### src/rtl/axi_burst_addr_gen_if.sv
// Command-in / beat-out bundle for the AXI slave beat sequencer.
// The slave modport is the sequencer's view; master is the driver/consumer side.
interface axi_burst_addr_gen_if #(
  parameter int ADDR_WIDTH = 32,
  parameter int DATA_WIDTH = 32,
  parameter int ID_WIDTH   = 4
);
  localparam int NB = DATA_WIDTH / 8;

  logic                  cmd_valid;
  logic                  cmd_ready;
  logic [ID_WIDTH-1:0]   cmd_id;
  logic [ADDR_WIDTH-1:0] cmd_addr;
  logic [7:0]            cmd_len;
  logic [2:0]            cmd_size;
  logic [1:0]            cmd_burst;

  logic                  beat_valid;
  logic                  beat_ready;
  logic [ID_WIDTH-1:0]   beat_id;
  logic [ADDR_WIDTH-1:0] beat_addr;
  logic [NB-1:0]         beat_strb;
  logic [7:0]            beat_idx;
  logic                  beat_last;
  logic [1:0]            beat_resp;

  modport slave (
    input  cmd_valid, cmd_id, cmd_addr, cmd_len, cmd_size, cmd_burst, beat_ready,
    output cmd_ready, beat_valid, beat_id, beat_addr, beat_strb, beat_idx, beat_last, beat_resp
  );

  modport master (
    output cmd_valid, cmd_id, cmd_addr, cmd_len, cmd_size, cmd_burst, beat_ready,
    input  cmd_ready, beat_valid, beat_id, beat_addr, beat_strb, beat_idx, beat_last, beat_resp
  );
endinterface

### src/rtl/axi_burst_addr_gen.sv
// Expands one AXI AW/AR command into per-beat address, strobe, index and last,
// tagging illegal bursts (size, RSV, WRAP shape, 4KB crossing) with SLVERR.
module axi_burst_addr_gen #(
  parameter int ADDR_WIDTH = 32,
  parameter int DATA_WIDTH = 32,
  parameter int ID_WIDTH   = 4
) (
  input logic                 ACLK,
  input logic                 ARESETn,
  axi_burst_addr_gen_if.slave bus
);
  localparam int unsigned NB      = DATA_WIDTH / 8;
  localparam int unsigned LOG2_NB = $clog2(NB);
  localparam logic [ADDR_WIDTH-1:0] LANE_MASK = ADDR_WIDTH'(NB - 1);
  localparam logic [ADDR_WIDTH-1:0] ONE       = ADDR_WIDTH'(1);

  localparam logic [0:0] IDLE  = 1'b0;
  localparam logic [0:0] BURST = 1'b1;

  localparam logic [1:0] B_FIXED = 2'd0;
  localparam logic [1:0] B_INCR  = 2'd1;
  localparam logic [1:0] B_WRAP  = 2'd2;
  localparam logic [1:0] B_RSV   = 2'd3;

  logic [0:0]            state;
  logic [ID_WIDTH-1:0]   id_r;
  logic [ADDR_WIDTH-1:0] addr_r;
  logic [ADDR_WIDTH-1:0] wrap_lower;
  logic [ADDR_WIDTH-1:0] wrap_end;
  logic [7:0]            len_r;
  logic [7:0]            idx_r;
  logic [2:0]            size_r;
  logic [1:0]            burst_r;
  logic                  err_r;
  logic [NB-1:0]         strb_r;

  function automatic logic [NB-1:0] lane_mask(input int unsigned lo, input int unsigned hi);
    logic [NB-1:0] m;
    m = '0;
    for (int unsigned i = 0; i < NB; i++) m[i] = (i >= lo) && (i <= hi);
    return m;
  endfunction

  // Acceptance-time decode: aligned address, wrap window and error checks.
  logic [ADDR_WIDTH-1:0] c_s;
  logic [ADDR_WIDTH-1:0] c_aligned;
  logic [ADDR_WIDTH-1:0] c_total;
  logic [ADDR_WIDTH-1:0] c_lower;
  logic [ADDR_WIDTH:0]   c_end;
  logic                  c_err;
  logic [NB-1:0]         c_strb;

  always_comb begin
    c_s       = ONE << bus.cmd_size;
    c_aligned = bus.cmd_addr & ~(c_s - ONE);
    c_total   = ADDR_WIDTH'({1'b0, bus.cmd_len} + 9'd1) << bus.cmd_size;
    c_lower   = bus.cmd_addr & ~(c_total - ONE);
    c_end     = {1'b0, c_aligned} + {1'b0, c_total} - {1'b0, ONE};
    c_err     = 1'b0;
    if (32'(bus.cmd_size) > LOG2_NB) c_err = 1'b1;
    if (bus.cmd_burst == B_RSV) c_err = 1'b1;
    if (bus.cmd_burst == B_WRAP &&
        !(bus.cmd_len inside {8'd1, 8'd3, 8'd7, 8'd15})) c_err = 1'b1;
    if (bus.cmd_burst == B_WRAP && bus.cmd_addr != c_aligned) c_err = 1'b1;
    if (bus.cmd_burst == B_INCR && (c_end >> 12) != ({1'b0, bus.cmd_addr} >> 12)) c_err = 1'b1;
    c_strb = c_err ? '0 : lane_mask(32'(bus.cmd_addr & LANE_MASK),
                                    32'(c_aligned & LANE_MASK) + (32'd1 << bus.cmd_size) - 32'd1);
  end

  logic [ADDR_WIDTH-1:0] n_s;
  logic [ADDR_WIDTH-1:0] n_inc;
  logic [ADDR_WIDTH-1:0] n_wrap;
  logic [ADDR_WIDTH-1:0] n_addr;
  logic [NB-1:0]         n_strb;

  always_comb begin
    n_s    = ONE << size_r;
    n_inc  = (addr_r & ~(n_s - ONE)) + n_s;
    n_wrap = addr_r + n_s;
    case (burst_r)
      B_FIXED: n_addr = addr_r;
      B_WRAP:  n_addr = (n_wrap == wrap_end) ? wrap_lower : n_wrap;
      default: n_addr = n_inc;
    endcase
    if (err_r)                  n_strb = '0;
    else if (burst_r == B_FIXED) n_strb = strb_r;
    else n_strb = lane_mask(32'(n_addr & LANE_MASK),
                            32'(n_addr & LANE_MASK) + (32'd1 << size_r) - 32'd1);
  end

  always_ff @(posedge ACLK or negedge ARESETn) begin
    if (!ARESETn) begin
      state      <= IDLE;
      id_r       <= '0;
      addr_r     <= '0;
      wrap_lower <= '0;
      wrap_end   <= '0;
      len_r      <= '0;
      idx_r      <= '0;
      size_r     <= '0;
      burst_r    <= '0;
      err_r      <= 1'b0;
      strb_r     <= '0;
    end else begin
      case (state)
        IDLE: if (bus.cmd_valid) begin
          state      <= BURST;
          id_r       <= bus.cmd_id;
          addr_r     <= bus.cmd_addr;
          wrap_lower <= c_lower;
          wrap_end   <= c_lower + c_total;
          len_r      <= bus.cmd_len;
          idx_r      <= '0;
          size_r     <= bus.cmd_size;
          burst_r    <= bus.cmd_burst;
          err_r      <= c_err;
          strb_r     <= c_strb;
        end
        default: if (bus.beat_ready) begin
          if (idx_r == len_r) begin
            state <= IDLE;
          end else begin
            addr_r <= n_addr;
            idx_r  <= idx_r + 8'd1;
            strb_r <= n_strb;
          end
        end
      endcase
    end
  end

  assign bus.cmd_ready  = (state == IDLE);
  assign bus.beat_valid = (state == BURST);
  assign bus.beat_id    = id_r;
  assign bus.beat_addr  = addr_r;
  assign bus.beat_strb  = strb_r;
  assign bus.beat_idx   = idx_r;
  assign bus.beat_last  = (state == BURST) && (idx_r == len_r);
  assign bus.beat_resp  = err_r ? 2'b10 : 2'b00;
endmodule
### src/flat_wrapper.sv
// flat-port wrapper written by rule: the top's interface ports become plain ports
module axi_burst_addr_gen_flat 
#(
  parameter int ADDR_WIDTH = 32,
  parameter int DATA_WIDTH = 32,
  parameter int ID_WIDTH   = 4
)
  (ACLK, ARESETn, bus_cmd_valid, bus_cmd_id, bus_cmd_addr, bus_cmd_len, bus_cmd_size, bus_cmd_burst, bus_beat_ready, bus_cmd_ready, bus_beat_valid, bus_beat_id, bus_beat_addr, bus_beat_strb, bus_beat_idx, bus_beat_last, bus_beat_resp);
  axi_burst_addr_gen_if #(.ADDR_WIDTH(ADDR_WIDTH), .DATA_WIDTH(DATA_WIDTH), .ID_WIDTH(ID_WIDTH)) bus_i ();
  input logic ACLK;
  input logic ARESETn;
  input wire logic [$bits(bus_i.cmd_valid)-1:0] bus_cmd_valid;
  input wire logic [$bits(bus_i.cmd_id)-1:0] bus_cmd_id;
  input wire logic [$bits(bus_i.cmd_addr)-1:0] bus_cmd_addr;
  input wire logic [$bits(bus_i.cmd_len)-1:0] bus_cmd_len;
  input wire logic [$bits(bus_i.cmd_size)-1:0] bus_cmd_size;
  input wire logic [$bits(bus_i.cmd_burst)-1:0] bus_cmd_burst;
  input wire logic [$bits(bus_i.beat_ready)-1:0] bus_beat_ready;
  output wire logic [$bits(bus_i.cmd_ready)-1:0] bus_cmd_ready;
  output wire logic [$bits(bus_i.beat_valid)-1:0] bus_beat_valid;
  output wire logic [$bits(bus_i.beat_id)-1:0] bus_beat_id;
  output wire logic [$bits(bus_i.beat_addr)-1:0] bus_beat_addr;
  output wire logic [$bits(bus_i.beat_strb)-1:0] bus_beat_strb;
  output wire logic [$bits(bus_i.beat_idx)-1:0] bus_beat_idx;
  output wire logic [$bits(bus_i.beat_last)-1:0] bus_beat_last;
  output wire logic [$bits(bus_i.beat_resp)-1:0] bus_beat_resp;
  assign bus_i.cmd_valid = bus_cmd_valid;
  assign bus_i.cmd_id = bus_cmd_id;
  assign bus_i.cmd_addr = bus_cmd_addr;
  assign bus_i.cmd_len = bus_cmd_len;
  assign bus_i.cmd_size = bus_cmd_size;
  assign bus_i.cmd_burst = bus_cmd_burst;
  assign bus_i.beat_ready = bus_beat_ready;
  assign bus_cmd_ready = bus_i.cmd_ready;
  assign bus_beat_valid = bus_i.beat_valid;
  assign bus_beat_id = bus_i.beat_id;
  assign bus_beat_addr = bus_i.beat_addr;
  assign bus_beat_strb = bus_i.beat_strb;
  assign bus_beat_idx = bus_i.beat_idx;
  assign bus_beat_last = bus_i.beat_last;
  assign bus_beat_resp = bus_i.beat_resp;
  axi_burst_addr_gen #(.ADDR_WIDTH(ADDR_WIDTH), .DATA_WIDTH(DATA_WIDTH), .ID_WIDTH(ID_WIDTH)) u_core (.ACLK(ACLK), .ARESETn(ARESETn), .bus(bus_i));
endmodule
### config.mk
export PLATFORM = sky130hd
export DESIGN_NAME = axi_burst_addr_gen_flat
export DESIGN_NICKNAME = d
export VERILOG_FILES = /design/src/rtl/axi_burst_addr_gen_if.sv /design/src/rtl/axi_burst_addr_gen.sv /design/src/flat_wrapper.sv
export SDC_FILE = /design/constraint.sdc
export NUM_CORES = 1
export LEC_CHECK = 0
export ABC_AREA = 1
export CAP_MARGIN = 20
export CORE_UTILIZATION = 35
export CTS_CLUSTER_DIAMETER = 120
export CTS_CLUSTER_SIZE = 14
export DETAILED_ROUTE_END_ITERATION = 6
export SLEW_MARGIN = 20
export SYNTH_ARGS = -nofsm -noshare
export SYNTH_HDL_FRONTEND = slang
export SYNTH_SLANG_ARGS = --single-unit
### constraint.sdc
create_clock -name ACLK -period 6.1 [get_ports ACLK]
set_input_delay 1.83 -clock ACLK [delete_from_list [all_inputs] [get_ports ACLK]]
set_output_delay 1.83 -clock ACLK [all_outputs]
set_load 0.05 [all_outputs]
======== Word-level counts from Yosys, hierarchy flattened ========
Index checks and enable logic that the tools add are counted.
word-level totals
  register bits after elaboration ......... 127
  input port bits ......................... 53
  logic and storage cells ................. 116
  output and inout bits ................... 53
cells by class
  shifts and indexed selects .............. 3
  reductions and logical operators ........ 20
  mux-type cells .......................... 27
  bitwise gates (word level) .............. 7
  add/sub/neg operators ................... 14
  order comparisons ....................... 17
  equality and inequality tests ........... 16
operator list
  cell                                                            count
  2-to-1 mux 32 bit                                               5
  subtractor 32 x 1 -> 32 bit, second input constant              5
  less-or-equal comparator 1 x 32 -> 1 bit, first input constant  4
  less-or-equal comparator 2 x 32 -> 1 bit, first input constant  4
  adder 32 bit                                                    3
  AND 32 bit                                                      3
  inverter 32 bit                                                 3
  adder 2 x 32 -> 32 bit                                          2
  one-hot mux 32 bit (2 select lines)                             1
  left shift 1 x 3 -> 32 bit, first input constant                2
  adder 32 x 32 -> 33 bit                                         1
  subtractor 33 x 1 -> 33 bit, second input constant              1
  equality test 32 bit                                            1
  2-to-1 mux 8 bit                                                4
  != test 32 bit                                                  1
  left shift 32 x 3 -> 32 bit                                     1
  2-to-1 mux 4 bit                                                7
  != test 21 x 20 -> 1 bit                                        1
  logical AND 1 bit                                               12
  adder 8 x 1 -> 9 bit, second input constant                     1
  2-to-1 mux 1 bit                                                9
  adder 8 x 1 -> 8 bit, second input constant                     1
  equality test 8 x 1 -> 1 bit, second input constant             1
  equality test 8 x 2 -> 1 bit, second input constant             1
  other kinds (19)                                                30

======== Longest topological paths before layout ========
  depth in word-level cells ............... 15
  mapped depth ............................ 46
  depth with buffers taken out ............ 44

======== Worst setup path before layout ========
No wires, ideal clock.
  kind .................................... in2reg
  from .................................... input bus_cmd_size[2]
  to ...................................... register u_core.strb_r[3], in the netlist u_core.bus.beat_strb[3]
  slack ................................... 0.578 ns
  library setup time ...................... 0.078 ns
  arrival time ............................ 5.444 ns
  data required time ...................... 6.022 ns
  buffers on the path ..................... 2
  stages .................................. 30
  cells stage by stage .................... inv_2 -> buf_2 -> buf_1 -> nor3_1 -> inv_1 -> ha_1 -> nand2_1 -> a21oi_1 -> nand2_1 -> nand2_1 -> ha_1 -> inv_1 -> ha_1 -> nand2_1 -> nor2_1 -> nand3_1 -> o21ai_1 -> nand2_1 -> nor2_1 -> nor2_1 -> nand2_1 -> nand2_1 -> nor2_1 -> nand2_1 -> nor2_1 -> nand2_1 -> o21ai_1 -> and2_1 -> nand3_1 -> a21boi_1
between the ends
  word-level cells in the longest chain between the ends .. 12
  elaborated cells on any way between the ends .. 24
  classes of those cells .................. 5 x add/sub; 2 x order compare; 2 x eq/ne; 2 x shift; 8 x mux; 2 x bitwise; 3 x reduce/logical
RTL lines
  element                                                                              line                       source
  start, declared                                                                      flat_wrapper.sv:16         input wire logic [$bits(bus_i.cmd_size)-1:0] bus_cmd_size;
  parallel branches: the longest is 9 deep, another holds subtractor 32 x 1 -> 32 bit  --
  2-to-1 mux 4 bit (*)                                                                 axi_burst_addr_gen.sv:66   c_strb = c_err ? '0 : lane_mask(32'(bus.cmd_addr & LANE_MASK),
  2-to-1 mux 4 bit (*)                                                                 axi_burst_addr_gen.sv:106  IDLE: if (bus.cmd_valid) begin
  2-to-1 mux 4 bit (*)                                                                 axi_burst_addr_gen.sv:105  case (state)
  end signal, assigned                                                                 axi_burst_addr_gen.sv:117  strb_r <= c_strb;
  end signal, assigned                                                                 axi_burst_addr_gen.sv:125  strb_r <= n_strb;
  end, declared                                                                        axi_burst_addr_gen.sv:35   logic [NB-1:0] strb_r;
Every way passes the cells marked *. The select of a mux whose other input is x is not followed.
A chain may end at the register's enable or synchronous reset.

======== Worst setup path after layout ========
  from .................................... input bus_cmd_len[2]
  to ...................................... register u_core.strb_r[3], in the netlist u_core.bus.beat_strb[3]
between the ends
  word-level cells in the longest chain between the ends .. 10
  elaborated cells on any way between the ends .. 19
  classes of those cells .................. 3 x add/sub; 5 x eq/ne; 1 x shift; 6 x mux; 4 x reduce/logical
RTL lines
  element                                                                   line                                                source
  start, declared                                                           flat_wrapper.sv:15                                  input wire logic [$bits(bus_i.cmd_len)-1:0] bus_cmd_len;
  adder 8 x 1 -> 9 bit (tied with other cells)                              axi_burst_addr_gen.sv:56                            c_total = ADDR_WIDTH'({1'b0, bus.cmd_len} + 9'd1) << bus.cmd_size;
  left shift 32 x 3 -> 32 bit / nonzero test 4 bit (equally long branches)  axi_burst_addr_gen.sv:56, axi_burst_addr_gen.sv:63
  adder 32 x 32 -> 33 bit / zero test 1 bit (equally long branches)         axi_burst_addr_gen.sv:58, axi_burst_addr_gen.sv:63
  subtractor 33 x 1 -> 33 bit / logical AND 1 bit (equally long branches)   axi_burst_addr_gen.sv:58, axi_burst_addr_gen.sv:62
  != test 21 x 20 -> 1 bit / 2-to-1 mux 1 bit (equally long branches)       axi_burst_addr_gen.sv:65, axi_burst_addr_gen.sv:62
  logical AND 1 bit / 2-to-1 mux 1 bit (equally long branches)              axi_burst_addr_gen.sv:65, axi_burst_addr_gen.sv:64
  2-to-1 mux 1 bit (*)                                                      axi_burst_addr_gen.sv:65                            if (bus.cmd_burst == B_INCR && (c_end >> 12) != ({1'b0, bus.cmd_addr} >> 12)) c_err = 1'b1;
  2-to-1 mux 4 bit (*)                                                      axi_burst_addr_gen.sv:66
  2-to-1 mux 4 bit (*)                                                      axi_burst_addr_gen.sv:106
  2-to-1 mux 4 bit (*)                                                      axi_burst_addr_gen.sv:105
Mark *: on every way between the ends. The rest lies on a longest branch, timed or not. The select of a mux whose other input is x is not followed.

==> results.sh <==
export IMPL_global_route_usage_total_pct=28.5
export IMPL_core_area_um2=43000
export IMPL_post_route_cells_drive_above_1_share_pct=16.5
export IMPL_drt_wirelength_per_cell_um=18.1
export IMPL_detail_route_vias_per_cell=5.12
export IMPL_final_instance_count_excl_fill=3467
export IMPL_synth_seq_cells=127
export IMPL_max_transition_margin_pct=37.5
export IMPL_synth_simple_gate_area_share_pct=39.3
export IMPL_buffers_from_clock_root_to_sink_at_most=2
export IMPL_seq_power_share_pct=21.7
export IMPL_critical_path_endpoint_type="register"
export IMPL_areaGrowthSynthToFinish_pct=29.0
export IMPL_fmaxAchievable_mhz=172
export IMPL_crit_slowest_cell="sky130_fd_sc_hd__clkdlybuf4s50_1"
export IMPL_worst_path_max_fanout=3
export IMPL_placement_io_buffers=104
export IMPL_post_synth_top_area_cell="sky130_fd_sc_hd__dfrtp_1"
export IMPL_synth_area_top_cells="sky130_fd_sc_hd__dfrtp_1, sky130_fd_sc_hd__nand2_1, sky130_fd_sc_hd__inv_1"
export IMPL_first_global_vias=17200
export IMPL_final_antenna_net_count=0
export IMPL_drt_first_iter_violations=1629
export IMPL_power_share_switching_pct=52.1
export IMPL_yosysWarnings=0
export IMPL_num_fill_cells=4677
export IMPL_nets=3019
export IMPL_tritoncts_num_buffers=17
export IMPL_multiplexer_area_fraction_after_synthesis_pct=0
export IMPL_initial_utilization_pct=35.4
export IMPL_critical_path_data_arrival_time_ns=6.17
export IMPL_synth_area_per_cell_um2=5.97
export IMPL_die_area_um2=44300
export IMPL_main_flop_type_after_synthesis="sky130_fd_sc_hd__dfrtp_1"
export IMPL_critical_path_class="primary input to register"
export IMPL_synth_seq_area_share_pct=20.9
export IMPL_synth_cells=2547
export IMPL_overflow=0
export IMPL_power_density_nw_per_um2=361
export IMPL_cts_htree_levels=4
export IMPL_post_route_period_util_pct=95.1
export IMPL_layout_min_cycle_time_ns=5.80
export IMPL_count_of_hold_buffers_inserted_by_post_cts_repair=0
export IMPL_internal_power_w=0.00339
export IMPL_final_hold_viol_count=0
export IMPL_horizontal_die_dimension_um=211
export IMPL_finalPower_w=0.00708
export IMPL_synth_top_family_by_area="simple AND/OR/NAND/NOR gates"
export IMPL_yosys_cell_types_count=61
export IMPL_path_common_cell="sky130_fd_sc_hd__nand2_1"
export IMPL_grt_pass1_wl_um=97200
export IMPL_antenna_cells=0
export IMPL_max_cap_violations=0
export IMPL_clock_sinks=127
export IMPL_outcome="complete, no violations"
export IMPL_synth_async_sr_flop_share_pct=100
export IMPL_min_path_type="register to register"
export IMPL_timing_critical_path_max_delay_family="simple AND/OR/NAND/NOR gates"
export IMPL_place_detailed_hpwl_um=51200
export IMPL_compound_gate_fraction_of_synth_area_pct=15.6
export IMPL_worst_ir_drop_vdd_v=0.000206
export IMPL_pin_count_of_the_biggest_net_entering_global_routing=90
export IMPL_fin_hold_ws_ns=0.484
export IMPL_power_combinational_fraction_pct=64.6
export IMPL_cell_chosen_for_the_clock_root="sky130_fd_sc_hd__clkbuf_16"
export IMPL_skew_ns=0.00957
export IMPL_setup_violations_final=0
export IMPL_post_synth_xor_area_fraction_pct=4.51
export IMPL_leakage_nw=10.1
export IMPL_clock_latency_late_sink_ns=0.45
export IMPL_drt_total_wl_um=62800
export IMPL_grt_antenna_before_repair=0
export IMPL_detail_route_drc_violations=0
export IMPL_crit_buf_inv=7
export IMPL_critical_path_startpoint_type="primary input"
export IMPL_max_stage_delay_ns=0.60
export IMPL_grt_setup_unrepaired="yes"
export IMPL_power_frac_clock_pct=13.7
export IMPL_syn_nets=2697
export IMPL_row_count=76
export IMPL_synth_edf_count=0
export IMPL_die_height_um=211
export IMPL_clk_transition_reported_paths_ns=0.06
export IMPL_r2r_slack_ns=0.36
export IMPL_ys_top_cells_by_count="sky130_fd_sc_hd__nand2_1, sky130_fd_sc_hd__inv_1, sky130_fd_sc_hd__nor2_1"
export IMPL_post_synthesis_instance_area_um2=15200
export IMPL_count_of_vias_placed_by_the_detailed_router=17800
export IMPL_total_switching_power_w=0.00369
export IMPL_io_pin_count=106
export IMPL_globalplace_congestion=0.982
export IMPL_place_inst=3433
export IMPL_worst_slew_pin_slew_ns=0.937
export IMPL_critical_path_required_ns=6.47
export IMPL_first_pass_iters=6
export IMPL_share_of_the_synthesized_area_in_the_top_cell_type_pct=20.9
export IMPL_final_max_slew_viol_count=0
export IMPL_yosys_cell_count_top_type="sky130_fd_sc_hd__nand2_1"
export IMPL_clock_tree_from_tritoncts="yes"
export IMPL_synthAdderAreaFrac_pct=8.07
==> cell usage in the layout (no fill, tap or decap), types with 10 or more instances in the layout <==
cell type,count
sky130_fd_sc_hd__inv_2,16
sky130_fd_sc_hd__xnor2_1,24
sky130_fd_sc_hd__nor2_2,21
sky130_fd_sc_hd__a21oi_2,18
sky130_fd_sc_hd__buf_4,258
sky130_fd_sc_hd__nand3b_1,12
sky130_fd_sc_hd__o21ai_2,13
sky130_fd_sc_hd__dfrtp_1,124
sky130_fd_sc_hd__nor2_4,11
sky130_fd_sc_hd__a21oi_1,127
sky130_fd_sc_hd__o21ai_1,45
sky130_fd_sc_hd__nand4_1,38
sky130_fd_sc_hd__nor2_1,221
sky130_fd_sc_hd__nor3_1,46
sky130_fd_sc_hd__clkdlybuf4s50_1,101
sky130_fd_sc_hd__o211ai_1,11
sky130_fd_sc_hd__nand3_1,221
sky130_fd_sc_hd__inv_1,370
sky130_fd_sc_hd__o211ai_2,10
sky130_fd_sc_hd__or2_2,11
sky130_fd_sc_hd__o21ai_0,157
sky130_fd_sc_hd__xor2_1,43
sky130_fd_sc_hd__nand3_2,13
sky130_fd_sc_hd__ha_1,85
sky130_fd_sc_hd__clkbuf_16,17
sky130_fd_sc_hd__nand2_1,714
sky130_fd_sc_hd__nand2_2,28
==> final cells by class <==
cell class | count | area (µm²) | share of cell area, %
Multi-Input combinational cell | 1969 | 10700 | 54.5
Tap cell | 585 | 732 | 3.73
Inverter | 389 | 1460 | 7.45
Clock buffer | 19 | 433 | 2.21
Sequential cell | 127 | 3180 | 16.2
Timing Repair Buffer | 365 | 3030 | 15.4
Clock inverter | 13 | 105 | 0.535
==> power by group through the flow <==
stage | logic [W] | clock network (W) | registers (W)
after floorplan | 0.00245 | 0 | 0.00187
after global placement | 0.00435 | 0 | 0.00153
after detailed placement | 0.00440 | 0 | 0.00153
after CTS | 0.00442 | 0.000982 | 0.00152
after global routing | 0.00504 | 0.00102 | 0.00158
final | 0.00457 | 0.000971 | 0.00154
==> state kept, by name (all words and copies together) (netlist names), 2 cells and up <==
register,flops
u_core.bus.beat_addr,32
u_core.wrap_end,32
u_core.wrap_lower,32
u_core.bus.beat_idx,8
u_core.len_r,8
u_core.bus.beat_id,4
u_core.bus.beat_strb,4
u_core.size_r,3
u_core.burst_r,2
==> metal layers <==
metal	vias up	track usage, %	share of wire (%)
li1	8885	-	-
met1	8256	40.0	47
met2	535	45.5	45
met3	87	3.37	5.4
met4	0	8.87	2.6
met5	-	0	0
==> worst register-to-register path: cells and delay by family, from the launching register on <==
kind | cells | cell delay (ns)
buffers and inverters | 9 | 0.89
flip-flops | 1 | 0.46
AO/OA/AOI/OAI | 3 | 0.34
adder cells (fa/ha/maj) | 4 | 1.25
XOR/XNOR | 1 | 0.13
AND/OR/NAND/NOR | 26 | 2.56
==> cells by family (layout without fill, tap and decap cells) <==
group | Yosys count | count (layout)
adder cells (fa/ha/maj) | 97 | 97
AND/OR/NAND/NOR | 1372 | 1372
AO/OA/AOI/OAI | 427 | 427
buffers and inverters | 451 | 786
XOR/XNOR | 72 | 72
other | 1 | 1
flip-flops | 127 | 127
==> through the flow <==
stage / setup WS (ns) / TNS (ns) / instance area, µm² / utilization (%)
after floorplan: 0.578 / 0 / 15200 / -
after global placement: -0.385 / -3.88 / 18600 / 43.4
after detailed placement: -0.498 / -4.74 / 18600 / 43.4
after CTS: 0.00312 / 0 / 19200 / 44.6
after global routing: -0.0487 / -0.0867 / 19600 / 45.7
final: 0.301 / 0 / 19600 / 45.7
==> repair_timing <==
item	4_1_cts	5_1_grt
gates resized for setup	2	123
pin swaps	0	30
setup endpoints to repair	1	21
buffers inserted	0	2
==> worst paths after layout <==
kind / startpoint / endpoint / cells past startpoint
hold reg to reg: u_core.wrap_lower[8]$_DFFE_PN0P_ / u_core.wrap_lower[8]$_DFFE_PN0P_ / 2
max in group asynchronous: ARESETn / u_core.size_r[0]$_DFFE_PN0P_ / 2
hold / removal: u_core.wrap_lower[8]$_DFFE_PN0P_ / u_core.wrap_lower[8]$_DFFE_PN0P_ / 2
min in group asynchronous: ARESETn / u_core.bus.beat_id[1]$_DFFE_PN0P_ / 1
setup / recovery: bus_cmd_len[2] / u_core.bus.beat_strb[3]$_DFFE_PN0P_ / 35
setup reg to reg: u_core.size_r[2]$_DFFE_PN0P_ / u_core.bus.beat_strb[1]$_DFFE_PN0P_ / 43
No activity file was read; power rests on OpenSTA's default activity.
